$ cat config.mk
export PLATFORM = sky130hd
export DESIGN_NAME = iob2apb
export DESIGN_NICKNAME = d
export VERILOG_FILES = /design/src/rtl/iob_reg.sv /design/src/rtl/iob_reg_e.sv /design/src/rtl/iob2apb.sv
export SDC_FILE = /design/constraint.sdc
export NUM_CORES = 1
export LEC_CHECK = 0
export ABC_AREA = 1
export CAP_MARGIN = 20
export CELL_PAD_IN_SITES_DETAIL_PLACEMENT = 1
export CELL_PAD_IN_SITES_GLOBAL_PLACEMENT = 2
export CORE_MARGIN = 10
export CORE_UTILIZATION = 25
export DETAILED_ROUTE_END_ITERATION = 7
export HOLD_SLACK_MARGIN = 0.06
export PLACE_DENSITY_LB_ADDON = 0.1
export SETUP_SLACK_MARGIN = 0.2
export SYNTH_ARGS = -nofsm -noshare
export SYNTH_HDL_FRONTEND = slang
export SYNTH_SLANG_ARGS = --single-unit
$ cat constraint.sdc
create_clock -name clk_i -period 2.25 [get_ports clk_i]
set_input_delay 0.3375 -clock clk_i [delete_from_list [all_inputs] [get_ports clk_i]]
set_output_delay 0.3375 -clock clk_i [all_outputs]
set_load 0.02 [all_outputs]
$ cat src/rtl/iob_reg.sv
// Library register cell: async active-low reset, clock enable.
// Reset value is set per instance.
module iob_reg #(
  parameter int             W       = 1,
  parameter logic [W-1:0]   RST_VAL = '0
) (
  input  logic         clk_i,
  input  logic         arst_n_i,
  input  logic         cke_i,
  input  logic [W-1:0] data_i,
  output logic [W-1:0] data_o
);

  always_ff @(posedge clk_i or negedge arst_n_i) begin
    if (!arst_n_i) begin
      data_o <= RST_VAL;
    end else if (cke_i) begin
      data_o <= data_i;
    end
  end

endmodule

$ cat src/rtl/iob_reg_e.sv
// Library register cell with load enable on top of cke.
// Async active-low reset to RST_VAL.
module iob_reg_e #(
  parameter int             W       = 1,
  parameter logic [W-1:0]   RST_VAL = '0
) (
  input  logic         clk_i,
  input  logic         arst_n_i,
  input  logic         cke_i,
  input  logic         en_i,
  input  logic [W-1:0] data_i,
  output logic [W-1:0] data_o
);

  always_ff @(posedge clk_i or negedge arst_n_i) begin
    if (!arst_n_i) begin
      data_o <= RST_VAL;
    end else if (cke_i && en_i) begin
      data_o <= data_i;
    end
  end

endmodule

$ cat src/rtl/iob2apb.sv
// IOb slave to APB master bridge: one registered request
// replayed as a SETUP/ACCESS transfer, read data returned on rvalid.
module iob2apb #(
  parameter int ADDR_W     = 21,
  parameter int DATA_W     = 32,
  parameter int APB_ADDR_W = ADDR_W,
  parameter int APB_DATA_W = DATA_W
) (
  input  logic                    clk_i,
  input  logic                    cke_i,
  input  logic                    arst_n_i,
  input  logic                    iob_valid_i,
  input  logic [ADDR_W-1:0]       iob_addr_i,
  input  logic [DATA_W-1:0]       iob_wdata_i,
  input  logic [DATA_W/8-1:0]     iob_wstrb_i,
  output logic                    iob_ready_o,
  output logic                    iob_rvalid_o,
  output logic [DATA_W-1:0]       iob_rdata_o,
  output logic                    apb_sel_o,
  output logic                    apb_enable_o,
  output logic [APB_ADDR_W-1:0]   apb_addr_o,
  output logic [APB_DATA_W-1:0]   apb_wdata_o,
  output logic [APB_DATA_W/8-1:0] apb_wstrb_o,
  output logic                    apb_write_o,
  input  logic                    apb_ready_i,
  input  logic [APB_DATA_W-1:0]   apb_rdata_i
);

  localparam logic [1:0] IDLE   = 2'd0;
  localparam logic [1:0] SETUP  = 2'd1;
  localparam logic [1:0] ACCESS = 2'd2;

  localparam int STRB_W = DATA_W / 8;

  typedef struct packed {
    logic              write;
    logic [STRB_W-1:0] wstrb;
    logic [DATA_W-1:0] wdata;
    logic [ADDR_W-1:0] addr;
  } req_t;

  logic [1:0]  state_d, state_q;
  logic        ready_d, ready_q;
  logic        rvalid_d, rvalid_q;
  logic        sel_d, sel_q;
  logic        en_d, en_q;
  logic        accept;
  logic        rd_done;
  req_t        req_d, req_q;
  logic [DATA_W-1:0] rdata_q;

  always_comb begin
    state_d = state_q;
    accept  = 1'b0;
    rd_done = 1'b0;
    unique case (state_q)
      IDLE: begin
        // ready_q gates acceptance so the first cycle after reset is idle
        if (iob_valid_i && ready_q) begin
          accept  = 1'b1;
          state_d = SETUP;
        end
      end
      SETUP: begin
        state_d = ACCESS;
      end
      ACCESS: begin
        if (apb_ready_i) begin
          state_d = IDLE;
          rd_done = ~req_q.write;
        end
      end
      default: begin
        state_d = IDLE;
      end
    endcase

    ready_d  = (state_d == IDLE);
    sel_d    = (state_d != IDLE);
    en_d     = (state_d == ACCESS);
    rvalid_d = rd_done;

    req_d.write = |iob_wstrb_i;
    req_d.wstrb = iob_wstrb_i;
    req_d.wdata = iob_wdata_i;
    req_d.addr  = iob_addr_i;
  end

  iob_reg #(.W(2), .RST_VAL(IDLE)) u_state (
    .clk_i    (clk_i),
    .arst_n_i (arst_n_i),
    .cke_i    (cke_i),
    .data_i   (state_d),
    .data_o   (state_q)
  );

  iob_reg #(.W(1), .RST_VAL(1'b0)) u_ready (
    .clk_i    (clk_i),
    .arst_n_i (arst_n_i),
    .cke_i    (cke_i),
    .data_i   (ready_d),
    .data_o   (ready_q)
  );

  iob_reg #(.W(1), .RST_VAL(1'b0)) u_rvalid (
    .clk_i    (clk_i),
    .arst_n_i (arst_n_i),
    .cke_i    (cke_i),
    .data_i   (rvalid_d),
    .data_o   (rvalid_q)
  );

  iob_reg #(.W(1), .RST_VAL(1'b0)) u_sel (
    .clk_i    (clk_i),
    .arst_n_i (arst_n_i),
    .cke_i    (cke_i),
    .data_i   (sel_d),
    .data_o   (sel_q)
  );

  iob_reg #(.W(1), .RST_VAL(1'b0)) u_en (
    .clk_i    (clk_i),
    .arst_n_i (arst_n_i),
    .cke_i    (cke_i),
    .data_i   (en_d),
    .data_o   (en_q)
  );

  iob_reg_e #(.W($bits(req_t)), .RST_VAL('0)) u_req (
    .clk_i    (clk_i),
    .arst_n_i (arst_n_i),
    .cke_i    (cke_i),
    .en_i     (accept),
    .data_i   (req_d),
    .data_o   (req_q)
  );

  iob_reg_e #(.W(DATA_W), .RST_VAL('0)) u_rdata (
    .clk_i    (clk_i),
    .arst_n_i (arst_n_i),
    .cke_i    (cke_i),
    .en_i     (rd_done),
    .data_i   (apb_rdata_i),
    .data_o   (rdata_q)
  );

  assign iob_ready_o  = ready_q;
  assign iob_rvalid_o = rvalid_q;
  assign iob_rdata_o  = rdata_q;
  assign apb_sel_o    = sel_q;
  assign apb_enable_o = en_q;
  assign apb_addr_o   = req_q.addr;
  assign apb_wdata_o  = req_q.wdata;
  assign apb_wstrb_o  = req_q.wstrb & {STRB_W{req_q.write}};
  assign apb_write_o  = req_q.write;

endmodule

==> out/summary.md, run 1 <==
- status: finished, final reports clean
- number of storage elements in the synthesis netlist: 96
- Worst Path Class, Setup: reg -> out
- final total negative setup slack: 0 ns
- share of the synthesized area in the top cell type: 57.85%
- critical register-to-register path startpoint: u_state.data_o[1]
- final weighted congestion of routability-driven global placement: 0.7436
- pin count of the biggest net entering global routing: 56
- Final Instance Area: 0.006098 sq mm
- switching power total: 0.003282 W
- worst slew pin tran: 0.7490 ns
- I/O pin count: 188
- initial antenna violation count: 0
- Hold WC Path Type: in -> async
- cts-stage hold buffer count: 0
- initial cell density of the core: 25.31%
- via count of the first global-routing pass: 3,660
- detailed-route wire length per cell: 16.02 um
- required time of the critical path: 1.91 ns
- maximum resistive drop on vdd: 0.4495 mV
- Routed Antenna Nets: 0
- CP Capture Type: primary output
- most frequent cells after synthesis: nand2_1, dfrtp_1, buf_4
- buffers from clock root to sink, at most: 2
- unrepaired setup endpoints after global routing: false
- cell at the root of the clock tree: clkbuf_16
- TritonCTS clock tree: yes
- Syn Area/Cell: 8.761 sq um
- Vert. Die Dim: 148.9 um
- minimum hold slack: 0.05445 ns
- fraction of final layout cells sized beyond drive strength 1: 5.212%
- area of the die: 0.02217 sq mm
- Synthesized Nets: 568
- leading cell types by total area after synthesis: dfrtp_1, nand2_1, buf_4
- Yosys cell types: 14
- power share of the combinational group: 47.4%
- final hold violations: 0
- final-stage net count: 703
- prevailing post-synth register cell: dfrtp_1
- Startpoint Class: register
- first-pass GRT wire length: 21,010 um
- max-capacitance violation count: 0
- standard-cell row count: 47
- Slew headroom: 50.06%
- drt first-iter violations: 128
- number of buffers created by CTS: 9
- leakage component of the power: 2.988 nW
- critical-path maximum fanout: 8
- Setup Viol. Count Final: 0
- DR pass1 iterations: 4
- Post-CTS Setup Inserts: 0
- synthesized instance count: 474
- final clock period utilization by the worst path: 85.54%
- clock net sink count: 96
- clock slew seen by the registers of the worst setup and hold paths: 0.06 ns
- via count of the routed design: 3,326
- library cell with the highest instance count after synthesis: nand2_1
- Power per Cell Area: 1388 mW/mm^2
- number of warnings reported in the yosys synthesis log: 0
- maximum frequency from static timing analysis: 519.6 MHz
- Diodes inserted: 0
- beginning of the critical path: u_req.data_o[57]
- final worst clock skew: 0.005296 ns
- number of synthesized flops with an enable pin: 0
- total number of H-tree levels: 3
- cells on worst reg2reg path: 6
- post_cts resized: 1
- per-cell via count in the routed design: 3.988
- Critical Path Sink: apb_wstrb_o[0]
- Chip Width: 148.9 um
- placed wire-length estimate after detailed placement: 9805 um
- Layout area overhead: 46.85%
- post-synthesis async set-or-reset flop share: 100.0%
- final routed wirelength across all metal layers: 13,360 um
- Worst-Skew Late Latency: 0.34 ns
- minimum clock period after layout: 1.925 ns
- post-synthesis instance area: 0.004153 sq mm
- remaining global-route overflow: 0
- final max-slew violation count: 0
- DRC violation count after routing: 0
- Flop pwr share: 35.5%
- internal power contribution: 0.005181 W
- Std-Cell Core Area: 0.01641 sq mm
- Clock Power Share: 17.1%
- gr usage total: 12.04%
- area after detailed placement: 0.005829 sq mm
- r2r setup slk: 0.77 ns
- most area-hungry cell type in the Yosys netlist: dfrtp_1
- # port buffers: 187
- critical path data arrival time: 1.59 ns
- part of the Yosys area used for sequential elements: 57.85%
- switching part of the total power: 38.78%
- end of the worst register-to-register path: u_req.data_o[49]
## critical path, stage by stage (launching register included)
cell             delay (ns)
dfrtp_2                0.48
nand2_1                0.07
inv_1                  0.05
clkdlybuf4s50_1        0.64
## cells in the final DEF (no fill, tap or decap)
cell	n
clkinv_2	2
dfrtp_1	95
clkinvlp_4	1
nand2_2	6
o21ai_0	6
clkbuf_1	3
nor2_1	5
clkdlybuf4s50_1	186
nand2_1	273
nand4_1	1
clkbuf_8	1
buf_4	7
inv_1	12
nand3_2	1
nand3_1	1
clkbuf_16	9
nor3_4	1
buf_12	2
dfrtp_2	1
inv_2	1
## sequential cells by signal (all words and copies together), names as in the netlist
register and count:
u_rdata.data_o 32, u_en.data_o 1, u_ready.data_o 1, u_state.data_o 2, u_sel.data_o 1, u_rvalid.data_o 1, u_req.data_o 58
## power groups by stage
stage / Clock (W) / Sequential (W) / Combinational, W
5_1_grt: 0.00158 / 0.00314 / 0.00438
3_3_place_gp: 0 / 0.00301 / 0.00405
4_1_cts: 0.00152 / 0.00302 / 0.00412
6_report: 0.00144 / 0.00301 / 0.00401
3_5_place_dp: 0 / 0.00303 / 0.00411
2_1_floorplan: 0 / 0.00334 / 0.00218
## per-stage QoR
step	std cells	power, W	setup slack [ns]	util, %
2_1_floorplan	474	0.005525	1.084	-
3_3_place_gp	818	0.007063	0.4146	35.53
3_5_place_dp	818	0.007139	0.3179	35.53
4_1_cts	834	0.008663	0.2842	37.17
5_1_grt	834	0.009095	0.2126	37.17
6_report	834	0.008463	0.3254	37.17
## kinds of logic after synthesis
family | after synthesis | share of synthesized area [%]
simple gates | 288 | 26.94
flops | 96 | 57.85
buf+inv | 84 | 14.49
compound gates | 6 | 0.7231
## final cells by class
type	instances	area (sq um)
inverter	13	48.80
multi-input combinational	294	1149
sequential	96	2404
clock inverter	3	17.52
timing repair buffer	195	1954
clock buffer	13	250.2
fill	1873	10310
tap	220	275.3
## layer usage
metal / GRT usage (%) / share of wire, %
met4: 4.269 / 1.4
met5: 0 / 0
met1: 14.83 / 44
met3: 5.249 / 8.8
met2: 18.35 / 46
## how the worst min path moves through the flow
stage | from | end | slack (ns) | cells after the start
after floorplan | arst_n_i | u_en.data_o | 0.04 | 0
after global placement | arst_n_i | u_req.data_o[50] | 0.46 | 1
after detailed placement | arst_n_i | u_req.data_o[50] | 0.46 | 1
after CTS | arst_n_i | u_req.data_o[50] | 0.08 | 1
after global routing | arst_n_i | u_req.data_o[50] | 0.11 | 1
final | arst_n_i | u_req.data_o[50] | 0.05 | 1
Power figures use the tool's default switching activity.
==> run 2: changes to the inputs <==
Settings changed: DONT_BUFFER_PORTS from default to 1.
==> out/summary.md, run 2 (same netlist as run 1, synthesis figures left out) <==
- status: finished, violations left
- violations in the final reports: hold timing
- Hold WC Path Type: in -> async
- Layout area overhead: 1.717%
- Crit-path slowest cell: dfrtp_1
- clock net sink count: 96
- Clock Power Share: 23.1%
- Std-Cell Core Area: 0.01641 sq mm
- area of the die: 0.02217 sq mm
- internal power contribution: 0.003896 W
- detailed-route wire length per cell: 18.19 um
- fraction of final layout cells sized beyond drive strength 1: 6.635%
- unrepaired setup endpoints after global routing: false
- maximum resistive drop on vdd: 0.5069 mV
- power share of the combinational group: 16.1%
- critical register-to-register path startpoint: u_ready.data_o
- clock slew seen by the registers of the worst setup and hold paths: 0.06 ns
- CP Capture Type: primary output
- Vert. Die Dim: 148.9 um
- switching power total: 0.002978 W
- total number of H-tree levels: 3
- Largest Register: u_req.data_o
- worst slack at placement: 0.6423 ns
- final hold violations: 96
- Buf+Inv Stages, Crit Path: 1
- Met2 Routed Length: 5544 um
- standard-cell row count: 47
- max-capacitance violation count: 0
- worst slew pin tran: 0.6968 ns
- Worst Path Class, Setup: reg -> out
- CP peak stage delay: 0.67 ns
- final routed wirelength across all metal layers: 11,680 um
- Flop pwr share: 60.8%
- cells on worst reg2reg path: 3
- initial cell density of the core: 25.31%
- # port buffers: 0
- via count of the first global-routing pass: 2,852
- Post-CTS Setup Inserts: 0
- Largest register FFs: 58
- r2r setup slk: 0.69 ns
- I/O pin count: 188
- final max-slew violation count: 0
- placed wire-length estimate after detailed placement: 8238 um
- Routed Antenna Nets: 0
- final clock period utilization by the worst path: 73.33%
- critical path data arrival time: 1.31 ns
- series of cell instances along the critical path: nand2_1 > inv_1
- Slew headroom: 53.55%
- end of the worst register-to-register path: u_state.data_o[0]
- wire length the detailed router placed on met1: 4612 um
- final-stage net count: 512
- family with the most delay on the worst path: flip-flops
- area after detailed placement: 0.003918 sq mm
- gr usage total: 10.56%
- first-pass GRT wire length: 17,980 um
- remaining global-route overflow: 0
- Worst-Skew Late Latency: 0.34 ns
- highest layer used for signal routing: met4
- buffers from clock root to sink, at most: 2
- placed insts: 627
- Setup Viol. Count Final: 0
- minimum clock period after layout: 1.650 ns
- Power per Cell Area: 1627 mW/mm^2
- DR pass1 iterations: 4
- final worst clock skew: 0.006647 ns
- final weighted congestion of routability-driven global placement: 0.6719
- drt first-iter violations: 106
- final setup slack of the worst path: 0.6001 ns
- cell at the root of the clock tree: clkbuf_16
- fill cell count: 1,925
- final cell count without fillers: 642
- switching part of the total power: 43.32%
- minimum hold slack: -0.3110 ns
- multi-input gate area in the final layout: 0.001149 sq mm
- via count of the routed design: 2,608
- per-cell via count in the routed design: 4.062
- Sequential Area: 0.002402 sq mm
- DRC violation count after routing: 0
- required time of the critical path: 1.91 ns
- TritonCTS clock tree: yes
- final total negative setup slack: 0 ns
- most frequent cells in the layout: nand2_1, dfrtp_1, inv_1, clkbuf_16
- initial antenna violation count: 0
- critical-path maximum fanout: 8
- pin count of the biggest net entering global routing: 97
- met3 wire len: 1420 um
- Final Instance Area: 0.004224 sq mm
- largest registers ranked by flip-flop count: u_req.data_o: 58 flops, u_rdata.data_o: 32 flops, u_state.data_o: 2 flops
- Diodes inserted: 0
- post_cts resized: 0
- leakage component of the power: 2.276 nW
- Startpoint Class: register
- Chip Width: 148.9 um
- most frequent standard cell in the layout excluding fill and tap cells: nand2_1
- maximum frequency from static timing analysis: 606.1 MHz
- number of buffers created by CTS: 9
## run 2: cell count changes in the layout (fill, tap and decap cells not counted), moves of 2 or more
cell and delta:
clkbuf_1 -3, clkbuf_8 +2, buf_4 -4, clkdlybuf4s50_1 -186
## run 2: power by group through the flow
stage / Sequential, W / Combinational (W) / Clock (W)
after floorplan: 0.00334 / 0.00218 / 0
after global placement: 0.00427 / 0.00109 / 0
after detailed placement: 0.00426 / 0.00114 / 0
after CTS: 0.00425 / 0.00115 / 0.00167
after global routing: 0.00432 / 0.00136 / 0.00176
final: 0.00418 / 0.00111 / 0.00159
## run 2: worst register-to-register path: stages (launching register included)
cell     delay [ns]
dfrtp_1        0.49
nand3_2        0.14
buf_4          0.58
o21ai_0        0.20
## run 2: how the worst max path moves through the flow
stage                startpoint                 end  slack (ns)  depth (start not counted)
2_1_floorplan  u_req.data_o[57]  u_rdata.data_o[10]        1.08                          4
3_3_place_gp     u_ready.data_o   u_state.data_o[0]        0.68                          3
3_5_place_dp     u_ready.data_o   u_state.data_o[0]        0.64                          3
4_1_cts        u_req.data_o[57]      apb_wstrb_o[3]        0.52                          2
5_1_grt        u_req.data_o[57]      apb_wstrb_o[3]        0.43                          2
6_report       u_req.data_o[57]      apb_wstrb_o[1]        0.60                          2
## run 2: area by class of cell
| type | count | share of cell area [%] |
|---|---|---|
| Sequential cell | 96 | 56.87 |
| Multi-Input combinational cell | 294 | 27.19 |
| Tap cell | 220 | 6.517 |
| Clock buffer | 12 | 6.309 |
| Inverter | 13 | 1.155 |
| Timing Repair Buffer | 4 | 1.007 |
| Clock inverter | 3 | 0.9479 |
## run 2: routing by layer
layer / vias to the layer above / GRT usage (%)
met4: 0 / 2.355
met5: - / 0
met2: 104 / 16.06
met3: 5 / 6.796
met1: 1247 / 12.23
li1: 1252 / -
## run 2: stage by stage
stage	util [%]	hold slack, ns	power, W
floorplan	-	0.04191	0.005525
global placement	23.88	0.04546	0.005363
detailed placement	23.88	0.04609	0.005406
CTS	25.75	-0.3338	0.007065
global route	25.75	-0.3453	0.007434
finish	25.75	-0.3110	0.006874
